$ cat src/rtl/rps_game_ctrl.sv
// Rock-paper-scissors match controller: debounces the raw player/host keys and
// drives the registered display-side interface (choices, ready/start levels, grades).
module rps_game_ctrl #(
  parameter int unsigned DEB_CYCLES    = 1_000_000,
  parameter int unsigned REVEAL_CYCLES = 50_000_000,
  parameter int unsigned WIN_SCORE     = 3
) (
  input  logic       clk,
  input  logic       rst,
  input  logic [2:0] key_left,
  input  logic [2:0] key_right,
  input  logic       key_ready,
  input  logic       key_start,
  output logic [2:0] new_button_left,
  output logic [2:0] new_button_right,
  output logic       ready_pulse,
  output logic       start_pulse,
  output logic [2:0] grade_left,
  output logic [2:0] grade_right
);

  localparam int unsigned DW = $clog2(DEB_CYCLES + 1);
  localparam int unsigned RW = $clog2(REVEAL_CYCLES + 1);
  localparam logic [2:0]  WIN = 3'(WIN_SCORE);

  typedef enum logic [2:0] {IDLE, READY, PLAY, REVEAL, OVER} state_t;

  logic [7:0]    raw;
  logic [7:0]    sync1_q, sync2_q, deb_q, prev_q;
  logic [DW-1:0] cnt_q [8];

  assign raw = {key_start, key_ready, key_right, key_left};

  // Each bit flips only after DEB_CYCLES consecutive disagreeing samples.
  always_ff @(posedge clk or posedge rst) begin
    if (rst) begin
      sync1_q <= '0;
      sync2_q <= '0;
      deb_q   <= '0;
      prev_q  <= '0;
      for (int unsigned i = 0; i < 8; i++) cnt_q[i] <= '0;
    end else begin
      sync1_q <= raw;
      sync2_q <= sync1_q;
      prev_q  <= deb_q;
      for (int unsigned i = 0; i < 8; i++) begin
        if (sync2_q[i] != deb_q[i]) begin
          if (cnt_q[i] == DW'(DEB_CYCLES - 1)) begin
            deb_q[i] <= sync2_q[i];
            cnt_q[i] <= '0;
          end else begin
            cnt_q[i] <= cnt_q[i] + 1'b1;
          end
        end else begin
          cnt_q[i] <= '0;
        end
      end
    end
  end

  logic [7:0] rise;
  logic       left_valid, right_valid, ready_ev, start_ev;

  assign rise        = deb_q & ~prev_q;
  assign left_valid  = (|rise[2:0]) && $onehot(deb_q[2:0]);
  assign right_valid = (|rise[5:3]) && $onehot(deb_q[5:3]);
  assign ready_ev    = rise[6];
  assign start_ev    = rise[7];

  function automatic logic beats(input logic [2:0] a, input logic [2:0] b);
    return (a == 3'b001 && b == 3'b010) ||
           (a == 3'b010 && b == 3'b100) ||
           (a == 3'b100 && b == 3'b001);
  endfunction

  state_t        state_q;
  logic [2:0]    lat_l_q, lat_r_q;
  logic          lat_l_v_q, lat_r_v_q;
  logic [RW-1:0] rev_cnt_q;
  logic [2:0]    choice_l_d, choice_r_d;
  logic          lat_l_v_d, lat_r_v_d;

  // A choice latched earlier in the round takes priority over a fresh press.
  always_comb begin
    choice_l_d = lat_l_v_q ? lat_l_q : deb_q[2:0];
    choice_r_d = lat_r_v_q ? lat_r_q : deb_q[5:3];
    lat_l_v_d  = lat_l_v_q | left_valid;
    lat_r_v_d  = lat_r_v_q | right_valid;
  end

  always_ff @(posedge clk or posedge rst) begin
    if (rst) begin
      state_q          <= IDLE;
      lat_l_q          <= '0;
      lat_r_q          <= '0;
      lat_l_v_q        <= 1'b0;
      lat_r_v_q        <= 1'b0;
      rev_cnt_q        <= '0;
      new_button_left  <= '0;
      new_button_right <= '0;
      ready_pulse      <= 1'b0;
      start_pulse      <= 1'b0;
      grade_left       <= '0;
      grade_right      <= '0;
    end else begin
      case (state_q)
        IDLE: begin
          if (ready_ev) begin
            state_q     <= READY;
            ready_pulse <= 1'b1;
          end
        end
        READY: begin
          if (start_ev) begin
            state_q     <= PLAY;
            start_pulse <= 1'b1;
          end
        end
        PLAY: begin
          if (left_valid && !lat_l_v_q) begin
            lat_l_q   <= deb_q[2:0];
            lat_l_v_q <= 1'b1;
          end
          if (right_valid && !lat_r_v_q) begin
            lat_r_q   <= deb_q[5:3];
            lat_r_v_q <= 1'b1;
          end
          if (lat_l_v_d && lat_r_v_d) begin
            state_q          <= REVEAL;
            rev_cnt_q        <= '0;
            new_button_left  <= choice_l_d;
            new_button_right <= choice_r_d;
            if (beats(choice_l_d, choice_r_d))      grade_left  <= grade_left + 3'd1;
            else if (beats(choice_r_d, choice_l_d)) grade_right <= grade_right + 3'd1;
          end
        end
        REVEAL: begin
          if (rev_cnt_q == RW'(REVEAL_CYCLES - 1)) begin
            lat_l_q          <= '0;
            lat_r_q          <= '0;
            lat_l_v_q        <= 1'b0;
            lat_r_v_q        <= 1'b0;
            new_button_left  <= '0;
            new_button_right <= '0;
            if (grade_left == WIN || grade_right == WIN) begin
              state_q     <= OVER;
              ready_pulse <= 1'b0;
              start_pulse <= 1'b0;
            end else begin
              state_q <= PLAY;
            end
          end else begin
            rev_cnt_q <= rev_cnt_q + 1'b1;
          end
        end
        OVER: begin
          if (ready_ev) begin
            state_q     <= READY;
            ready_pulse <= 1'b1;
            grade_left  <= '0;
            grade_right <= '0;
          end
        end
        default: state_q <= IDLE;
      endcase
    end
  end

endmodule

$ cat config.mk
export PLATFORM = sky130hd
export DESIGN_NAME = rps_game_ctrl
export DESIGN_NICKNAME = d
export VERILOG_FILES = /design/src/rtl/rps_game_ctrl.sv
export SDC_FILE = /design/constraint.sdc
export NUM_CORES = 1
export LEC_CHECK = 0
export CAP_MARGIN = 20
export CORE_AREA = 2 2 140 142
export CTS_CLUSTER_SIZE = 12
export DETAILED_ROUTE_END_ITERATION = 10
export DIE_AREA = 0 0 142 144
export PLACE_DENSITY = 0.78
export SLEW_MARGIN = 25
export SYNTH_ARGS = -nofsm -noshare
export SYNTH_HDL_FRONTEND = slang
export SYNTH_SLANG_ARGS = --single-unit
$ cat constraint.sdc
create_clock -name clk -period 11.6 [get_ports clk]
set_clock_uncertainty 0.2 [all_clocks]
set_input_delay 2.9 -clock clk [delete_from_list [all_inputs] [get_ports clk]]
set_output_delay 2.9 -clock clk [all_outputs]
set_load 0.02 [all_outputs]
=== Word-level counts from Yosys, hierarchy flattened ===
Index checks and enable logic that the tools add are counted.
W data, S select, Z words.

* Register bits after elaboration: 243
* Input bits: 10
* Output and inout bits: 14
* Word-level logic and storage cells: 191

* Add/sub/neg operators: 15
* Equality and inequality tests: 43
* Mux-type cells: 55
* Bitwise logic cells: 4
* Reduce and logical (&&, ||, !) cells: 43

{| class="wikitable"
|+ Operators by type and width
! operator !! number
|-
| $mux W20 || 16
|-
| $add A20 B1 Y20 const B || 8
|-
| $eq A20 B20 Y1 const B || 8
|-
| $mux W3 || 18
|-
| $mux W26 || 2
|-
| $pmux W26 S2 || 1
|-
| $pmux W3 S2 || 6
|-
| $add A26 B1 Y26 const B || 1
|-
| $eq A26 B26 Y1 const B || 1
|-
| $ne A2 B2 Y1 const B || 11
|-
| $eq A3 B2 Y1 const B || 6
|-
| $reduce_and A2 Y1 || 8
|-
| $reduce_and A4 Y1 || 4
|-
| $pmux W3 S4 || 1
|-
| $reduce_and A3 Y1 || 4
|-
| $logic_and A1 B1 Y1 || 11
|-
| $eq A3 B1 Y1 const B || 3
|-
| $eq A3 B3 Y1 const B || 3
|-
| $and A8 B8 Y8 || 1
|-
| $ne A1 B1 Y1 || 8
|-
| $not A8 Y8 || 1
|-
| $pmux W1 S2 || 4
|-
| $reduce_bool A2 Y1 || 4
|-
| $mux W1 || 7
|-
| other kinds (12) || 23
|}

=== Depth between registers and ports, before layout ===
* Depth after elaboration: 9
* Gate-level depth with buffers: 10
* Gate-level depth less buffers: 8

=== Worst setup path before layout ===
No wires, ideal clock.

* Path kind: register to output
* Start: reg grade_right[0]
* End: out grade_right[0]
* Data arrival time: 456 ps
* Data required time: 8500 ps
* Setup slack: 8044 ps
* Stages on the path, launching flop included: 1
* Path buffers: 0
* Path through: dfrtp_1

{| class="wikitable"
|+ RTL lines
! item !! RTL line !! text
|-
| start: declaration || 19 || <nowiki>output logic [2:0] grade_right</nowiki>
|-
| start signal: assignment || 134 || <nowiki>else if (beats(choice_r_d, choice_l_d)) grade_right <= grade_right + 3'd1;</nowiki>
|}

No word-level cell between the ends.

=== Worst setup path after layout ===
* Start: reg grade_right[0]
* End: out grade_right[0]

No word-level cell between the ends.

==> flow_metrics.env <==
export IMPL_h_tree_depth=1
export IMPL_syn_inst=1148
export IMPL_num_vias=7986
export IMPL_synthAdderAreaFrac_pct=1.76
export IMPL_totalWireLength_um=20500
export IMPL_path_delay_family="buffers and inverters"
export IMPL_relSlewSlack_pct=29.5
export IMPL_drc=0
export IMPL_detail_route_antenna_nets=0
export IMPL_grt_setup_unrepaired="no"
export IMPL_irDropWorstVdd_mv=0.132
export IMPL_synthesis_nets=1173
export IMPL_cts_made_buffers=26
export IMPL_synth_simple_area_share_pct=24.0
export IMPL_max_freq_ghz=0.214
export IMPL_grt_max_degree=163
export IMPL_die_width_um=142
export IMPL_drive_gt1_share_pct=6.37
export IMPL_syn_avg_cell_area_um2=10.0
export IMPL_synth_mux_area_fraction_pct=1.48
export IMPL_crit_fanout=4
export IMPL_grt_pass1_wl_um=35900
export IMPL_critPathSlowestCell="clkdlybuf4s50_1"
export IMPL_antenna_found_initial=1
export IMPL_io_pin_count=24
export IMPL_coreArea_um2=19100
export IMPL_gp_congestion=0.780
export IMPL_synth_top_family_by_area="simple AND/OR/NAND/NOR gates"
export IMPL_status="finished, final reports clean"
export IMPL_syn_area_um2=11500
export IMPL_final_cell_mix="dfrtp_1 (243), nor2_1 (216), nand2_1 (98)"
export IMPL_critPathBufInv=1
export IMPL_arrival_ps=1570
export IMPL_initial_core_util_pct=60.2
export IMPL_cpPeakStageDelay_ps=650
export IMPL_clock_sinks=243
export IMPL_worstSetupStartpointType="flip-flop"
export IMPL_post_place_cells=1386
export IMPL_crit_required_ps=8500
export IMPL_cts_buffer_depth=3
export IMPL_grt_overflow=0
export IMPL_power_density_nw_per_um2=135
export IMPL_cts_resized=0
export IMPL_clk_latency_ps=520
export IMPL_grt_pass1_vias=7718
export IMPL_slew_violations=0
export IMPL_p_leak_nw=5.44
export IMPL_drtIter0Drc=494
export IMPL_period_needed_ps=4670
export IMPL_final_nets=1201
export IMPL_cts_hold_repair_buffers=0
export IMPL_tritoncts="yes"
export IMPL_dp_hpwl_um=13400
export IMPL_post_cts_buffers=0
export IMPL_crit_type="reg -> out"
export IMPL_drt_vias_per_instance=5.58
export IMPL_wl_per_cell_um=14.3
export IMPL_synth_cell_types=57
export IMPL_grt_usage_pct=21.1
export IMPL_path_cells="clkdlybuf4s50_1"
export IMPL_cts_root_buf="clkbuf_16"
export IMPL_portBuffers=23
export IMPL_hold_violations=0
export IMPL_dp_slack_ps=6060
export IMPL_hold_path_class="reg -> reg"
export IMPL_yosys_warnings=0
export IMPL_final_common_cell="dfrtp_1"
export IMPL_yosysSeqAreaShare_pct=52.9
export IMPL_setup_violations_final=0
export IMPL_power_total_mw=1.72
export IMPL_period_share_pct=40.3
export IMPL_synth_async_reset_ratio_pct=100
export IMPL_synth_xor_area_share_pct=12.7
export IMPL_clkSlewWorstSetupHoldPaths_ps=60
export IMPL_die_y_um=144
export IMPL_synth_edff_count=0
export IMPL_ys_flop_type="dfrtp_1"
export IMPL_postLayoutSetupSlackWorst_ps=6930
export IMPL_synth_compound_area_share_pct=4.87
export IMPL_area_growth_pct=11.3
export IMPL_fin_hold_ws_ps=146
export IMPL_drv_cap=0
export IMPL_die_area_um2=20400
export IMPL_tightest_slew_ps=1060
export IMPL_finalSetupTns_ps=0
export IMPL_antennaDiodeCount=0
export IMPL_instances_no_fill=1431
export IMPL_firstDrtPassIters=5
export IMPL_rows=51
export IMPL_synth_seq_cells=243
export IMPL_end_kind="output pin"
## worst register-to-register path: cells and delay by family (launching register included)
family	cells	cell delay, ps
muxes	1	320
DFF	1	440
AOI/OAI and AO/OA	1	900
and+or+nand+nor	4	1450
## cells in the mapped netlist, types with 13 or more instances
library cell  count  area (um^2)
and3_1           25          156
nand2b_1         17          106
xor2_1           81          709
inv_1            29          109
nor4_1           17          106
nor2_1          216          811
ha_1             13          163
dfrtp_1         243         6080
clkbuf_1         19         71.3
nand3_1          80          400
nand2_1          98          368
o21ai_0          22          110
nor3_1           13         65.1
nand4_1          33          206
xnor2_1          85          744
## area by class of cell
cell class,instances,area [um^2]
clock buffer,42,812
multi-input combinational,847,5150
timing repair buffer,29,279
clock inverter,3,40.0
inverter,29,121
tap,238,298
sequential,243,6080
fill,1466,6300
## where the power goes
group | leakage (nW) | total [mW] | switching, mW | internal, mW
clock | 0.420 | 0.811 | 0.316 | 0.496
sequential | 3.34 | 0.866 | 0.00823 | 0.858
combinational | 1.69 | 0.0423 | 0.0307 | 0.0116
## sequential cells by signal, indices dropped and copies added, names as in the netlist
register and count:
cnt_q 160, rev_cnt_q 26, deb_q 8, prev_q 8, sync1_q 8, sync2_q 8, grade_left 3, grade_right 3
lat_l_q 3, lat_r_q 3, new_button_left 3, new_button_right 3, state_q 3, lat_l_v_q 1, lat_r_v_q 1, ready_pulse 1
start_pulse 1
## path summary, 6_finish.rpt
kind	startpoint	to	slack, ps	cells after the start
worst max-delay path	grade_right[0]	grade_right[0]	6930	1
worst min-delay path	sync1_q[6]	sync2_q[6]	150	0
worst max register to register	rev_cnt_q[10]	rev_cnt_q[0]	8160	6
worst min register to register	sync1_q[6]	sync2_q[6]	150	0
max in group asynchronous	rst	cnt_q[71]	7240	3
min in group asynchronous	rst	sync1_q[7]	2750	2
## logic make-up after synthesis
kind of cell,Yosys count
AO/OA/AOI/OAI,81
multiplexers,16
buffers and inverters,58
flip-flops,243
adder cells (fa/ha/maj),15
AND/OR/NAND/NOR,569
XOR/XNOR,166
## metal layers
layer	up-vias	global-route usage (%)	wire (um)
met3	41	2.81	539
met1	3914	29.2	9620
met5	-	0	13
met4	2	5.95	420
met2	83	35.5	9900
li1	3946	-	-
## stage by stage
stage	cell area, um^2	utilization (%)
final	12800	67.0
after detailed placement	11900	62.5
after global placement	11900	62.5
after global routing	12800	67.0
after CTS	12800	66.9
after floorplan	11500	-
No activity file was read; power rests on OpenSTA's default activity.
